`config.mk`:
```
export PLATFORM = sky130hd
export DESIGN_NAME = dma_clk_gate_ctrl
export DESIGN_NICKNAME = d
export VERILOG_FILES = /design/src/rtl/dma_clk_gate_ctrl.sv
export SDC_FILE = /design/constraint.sdc
export NUM_CORES = 1
export LEC_CHECK = 0
export ABC_AREA = 1
export CAP_MARGIN = 10
export CORE_ASPECT_RATIO = 1.25
export CORE_MARGIN = 1
export CORE_UTILIZATION = 46
export DETAILED_ROUTE_END_ITERATION = 8
export GPL_TIMING_DRIVEN = 0
export PLACE_DENSITY = 0.79
export SYNTH_ARGS = -nofsm -noshare
export SYNTH_HDL_FRONTEND = slang
export SYNTH_SLANG_ARGS = --single-unit
```
`constraint.sdc`:
```
create_clock -name clk -period 3.8 [get_ports clk]
set_clock_uncertainty 0.05 [all_clocks]
set_input_delay 0.76 -clock clk [delete_from_list [all_inputs] [get_ports clk]]
set_output_delay 0.76 -clock clk [all_outputs]
set_load 0.05 [all_outputs]
```
`src/rtl/dma_clk_gate_ctrl.sv`:
```
// Idle-detect controller for the DMA clock gate enable: gates the engine clock
// after a programmable idle window behind a sleep_req/sleep_ack handshake.
module dma_clk_gate_ctrl #(
  parameter int unsigned IDLE_CYCLES = 16,
  parameter int unsigned WAKE_CYCLES = 2,
  parameter int unsigned CNT_W       = 16
) (
  input  logic             clk,
  input  logic             rst,
  input  logic             gate_en,
  input  logic             force_on,
  input  logic             act_req,
  input  logic             busy,
  input  logic             sleep_ack,
  output logic             clk_en,
  output logic             sleep_req,
  output logic             gated,
  output logic             wake_done,
  output logic [CNT_W-1:0] gate_cnt
);

  localparam int unsigned IDLE_W = (IDLE_CYCLES + 1 > 1) ? $clog2(IDLE_CYCLES + 1) : 1;
  localparam int unsigned WAKE_W = (WAKE_CYCLES + 1 > 1) ? $clog2(WAKE_CYCLES + 1) : 1;

  typedef enum logic [2:0] {
    ST_RUN       = 3'd0,
    ST_IDLE_CNT  = 3'd1,
    ST_SLEEP_REQ = 3'd2,
    ST_GATED     = 3'd3,
    ST_WAKE      = 3'd4
  } state_e;

  state_e             state_q, state_d;
  logic [IDLE_W-1:0]  idle_cnt_q, idle_cnt_d;
  logic [WAKE_W-1:0]  wake_cnt_q, wake_cnt_d;
  logic [CNT_W-1:0]   gate_cnt_q, gate_cnt_d;
  logic               clk_en_q, clk_en_d;
  logic               sleep_req_q, sleep_req_d;
  logic               gated_q, gated_d;
  logic               wake_done_q, wake_done_d;

  logic activity;
  logic wake_act;

  // busy comes from the gated domain and is stale while the clock is stopped
  assign activity = act_req | busy | force_on | ~gate_en;
  assign wake_act = act_req | force_on | ~gate_en;

  // Next-state and registered-output computation
  always_comb begin
    state_d     = state_q;
    idle_cnt_d  = idle_cnt_q;
    wake_cnt_d  = wake_cnt_q;
    gate_cnt_d  = gate_cnt_q;
    wake_done_d = 1'b0;

    case (state_q)
      ST_RUN: begin
        if (!activity) begin
          state_d    = ST_IDLE_CNT;
          idle_cnt_d = '0;
        end
      end

      ST_IDLE_CNT: begin
        if (activity) begin
          state_d    = ST_RUN;
          idle_cnt_d = '0;
        end else if (idle_cnt_q == IDLE_W'(IDLE_CYCLES - 1)) begin
          state_d    = ST_SLEEP_REQ;
          idle_cnt_d = '0;
        end else begin
          idle_cnt_d = idle_cnt_q + IDLE_W'(1);
        end
      end

      ST_SLEEP_REQ: begin
        // Activity wins over a same-cycle acknowledge
        if (activity) begin
          state_d = ST_RUN;
        end else if (sleep_ack) begin
          state_d = ST_GATED;
          if (gate_cnt_q != {CNT_W{1'b1}}) begin
            gate_cnt_d = gate_cnt_q + CNT_W'(1);
          end
        end
      end

      ST_GATED: begin
        if (wake_act) begin
          state_d    = ST_WAKE;
          wake_cnt_d = '0;
        end
      end

      ST_WAKE: begin
        if (wake_cnt_q == WAKE_W'(WAKE_CYCLES - 1)) begin
          state_d     = ST_RUN;
          wake_cnt_d  = '0;
          wake_done_d = 1'b1;
        end else begin
          wake_cnt_d = wake_cnt_q + WAKE_W'(1);
        end
      end

      default: begin
        state_d = ST_RUN;
      end
    endcase

    clk_en_d    = (state_d != ST_GATED);
    sleep_req_d = (state_d == ST_SLEEP_REQ);
    gated_d     = (state_d == ST_GATED);
  end

  // State and output registers; clock stays enabled through reset
  always_ff @(posedge clk) begin
    if (rst) begin
      state_q     <= ST_RUN;
      idle_cnt_q  <= '0;
      wake_cnt_q  <= '0;
      gate_cnt_q  <= '0;
      clk_en_q    <= 1'b1;
      sleep_req_q <= 1'b0;
      gated_q     <= 1'b0;
      wake_done_q <= 1'b0;
    end else begin
      state_q     <= state_d;
      idle_cnt_q  <= idle_cnt_d;
      wake_cnt_q  <= wake_cnt_d;
      gate_cnt_q  <= gate_cnt_d;
      clk_en_q    <= clk_en_d;
      sleep_req_q <= sleep_req_d;
      gated_q     <= gated_d;
      wake_done_q <= wake_done_d;
    end
  end

  assign clk_en    = clk_en_q;
  assign sleep_req = sleep_req_q;
  assign gated     = gated_q;
  assign wake_done = wake_done_q;
  assign gate_cnt  = gate_cnt_q;

endmodule

```
==> impl_metrics.csv <==
group,metric,value,unit
timing,min_period,2.39,ns
power,pwr-share-clk,44.3,%
setup_path,timing.rr.end,"gate_cnt[6]",
power,pwr-share-seq,52.7,%
clock_network,ctsResizeCount,0,
setup_path,critPathRequiredTime,2.99,ns
power,pwr-share-comb,3.0,%
placement,routabilityCongestion,0.836,
grt,first_global_vias,1350,
synth,syn-num-nets,257,
setup_path,arrival,1.58,ns
setup_path,ff2ff_path_depth,10,
grt,antenna_found_initial,0,
clock_network,clk_latency,0.28,ns
synth,ys_types,25,
placement,io_buffer_count,26,
synth,synth.largest_area_cell,"dfxtp_1",
setup_path,cp_cell_sequence,"clkdlybuf4s50_1",
clock_network,cts_made_buffers,5,
timing,setup_viol,0,
timing,fin_crit_sh,62.9,%
floorplanning,io_pins,27,
power,internal-power,0.468,mW
timing,tightest_slew,0.501,ns
clock_network,cts_hold_buf,0,
clock_network,h-tree-depth,2,
synth,synth-edff-count,0,
setup_path,endpoint,"gate_cnt[3]",
timing,setup_slack,1.41,ns
synth,synth_top_area_share,35.9,%
setup_path,cp-end-kind,"output pin",
floorplanning,rows,24,
synth,yosysMostFrequentCell,"nand2_1",
hold_path,hold_path_class,"flip-flop to flip-flop",
setup_path,startpoint_type,"flip-flop",
synth,synthFlopType,"dfxtp_1",
clock_network,clk_path_buf_depth,2,
floorplanning,core,0.00348,sq mm
power,ir_drop,0.311,mV
final_layout,fin_util,59.6,%
final_layout,final_nets,290,
clock_network,clkTransAtPathRegs,0.06,ns
clock_network,clock-sinks,30,
detailed_routing,wl_per_cell,10.4,microns
synth,yosysWarnings,0,
synth,syn_area_per_cell,6.75,sq um
setup_path,r2r_start,"gate_cnt[0]",
grt,grt_max_degree,11,
synth,synth_area_leaders,"dfxtp_1, nand2_1, nor2_1",
grt,grt_pass1_wl,5.54,mm
clock_network,cts_tree,"done",
synth,synthArstFlopShare,0,%
synth,synth_area,0.00167,sq mm
placement,place_ws,1.47,ns
detailed_routing,routed_wl,3.35,mm
setup_path,slowest_stage,"clkdlybuf4s50_1",
run_status,status,"completed",
run,drv_cap,0,
detailed_routing,vias,1554,
setup_path,path_delay_family,"buffers and inverters",
synth,ys_ff_latch,30,
detailed_routing,drt-pass1-iter-count,4,
grt,overflow,0,
timing,rsz0062_at_grt,"no",
placement,dp_hpwl,2.61,mm
detailed_routing,drt_iter0_drc,50,
synth,synthCells,248,
setup_path,cpPeakStageDelay,0.85,ns
timing,fmax,419,MHz
timing,relSlewSlack,66.5,%
power,power_density,288,mW/mm^2
floorplanning,initial_core_util,48.1,%
power,p_sw_share,21.6,%
setup_path,path_depth,1,
detailed_routing,drc,0,
final_layout,num_antenna_cells,0,
setup_path,cp_max_fo,6,
power,switchingPower,0.129,mW
setup_path,worstSetupStartpoint,"gate_cnt[3]",
setup_path,r2r_setup_slack,2.11,ns
detailed_routing,ant_nets,0,
clock_network,postCtsSetupBuffers,0,
timing,slew_violations,0,
grt,grtUsageTotal,18.1,%
final_layout,drive_above_1_share,12.8,%
power,total_power,0.597,mW
synth,synthTopCellsByCount,"nand2_1, dfxtp_1, nor2_1",
clock_network,clockRootBuffer,"clkbuf_8",
floorplanning,dieArea,0.00389,sq mm
floorplanning,fp.dieH,69.5,microns
power,leakage,0.788,nW
final_layout,area_growth,23.9,%
timing,report.final.hold_viol_count,0,
final_layout,fillers,343,
synth,ys_seq_area_share,35.9,%
timing,tns,0,ns
setup_path,crit_buf_inv,1,
setup_path,critPathKind,"flip-flop to output pin",
detailed_routing,via_per_inst,4.84,
floorplanning,die_x,56.0,microns
[layout make-up]
class | count | area [sq um] | share of cell area [%]
clock buffer | 7 | 86.3 | 4.16
inverter | 31 | 116 | 5.61
timing repair buffer | 26 | 260 | 12.5
clock inverter | 1 | 5.00 | 0.241
multi-input combinational | 183 | 917 | 44.2
tap | 39 | 48.8 | 2.35
sequential | 30 | 601 | 29.0
buffer | 4 | 40.0 | 1.93
[power groups by stage]
stage	Combinational (mW)	Sequential, mW	Clock [mW]
4_1_cts	0.0184	0.315	0.274
5_1_grt	0.0201	0.315	0.283
3_3_place_gp	0.0182	0.322	0
3_5_place_dp	0.0184	0.322	0
2_1_floorplan	0.00883	0.322	0
6_report	0.0180	0.315	0.264
[metal layers]
| metal | GRT usage [%] | share of wire [%] | vias up |
|---|---|---|---|
| li1 | - | - | 841 |
| met1 | 19.0 | 42 | 676 |
| met2 | 33.2 | 52 | 33 |
| met3 | 5.22 | 4.6 | 4 |
| met4 | 7.32 | 1.2 | 0 |
| met5 | 0 | 0 | - |
[through the flow]
step | instance area [sq um] | hold slack [ns] | instances
finish | 2070 | 0.397 | 321
global placement | 1980 | 0.383 | 313
global route | 2070 | 0.429 | 321
CTS | 2070 | 0.395 | 321
floorplan | 1670 | 0.367 | 248
detailed placement | 1980 | 0.385 | 313
[worst min-delay path, stage by stage (launching register included)]
cell,delay [ns]
dfxtp_1,0.31
nand2_1,0.06
a21oi_1,0.03
[kinds of logic after synthesis]
| kind of cell | count (synthesis) | share of synthesized area (%) |
|---|---|---|
| AND/OR/NAND/NOR | 140 | 36.8 |
| buffers and inverters | 35 | 9.34 |
| AO/OA/AOI/OAI | 32 | 11.8 |
| flip-flops | 30 | 35.9 |
| XOR/XNOR | 9 | 4.71 |
| adder cells (fa/ha/maj) | 2 | 1.49 |
[worst min-delay path by stage]
| stage | start | endpoint | slack [ns] | cells past startpoint |
|---|---|---|---|---|
| finish | idle_cnt_q[4] | idle_cnt_q[4] | 0.40 | 2 |
| global route | idle_cnt_q[4] | idle_cnt_q[4] | 0.43 | 2 |
| CTS | idle_cnt_q[4] | idle_cnt_q[4] | 0.40 | 2 |
| floorplan | wake_cnt_q[1] | wake_done | 0.37 | 1 |
| global placement | idle_cnt_q[4] | idle_cnt_q[4] | 0.38 | 2 |
| detailed placement | idle_cnt_q[4] | idle_cnt_q[4] | 0.38 | 2 |
[cells in the final DEF (no fill, tap or decap), types with 7 or more instances in the layout]
cell type,count
nand2_1,82
dfxtp_1,30
nor2_1,29
inv_1,28
clkdlybuf4s50_1,26
a21oi_1,13
a21oi_2,10
o21ai_0,9
nand3_1,8
xnor2_1,7
[registers in the layout, summed over array words and instances (netlist names)]
register    cells
clk_en          1
idle_cnt_q      5
gate_cnt       16
wake_cnt_q      2
wake_done       1
state_q         3
sleep_req       1
gated           1
Power figures use the tool's default switching activity.
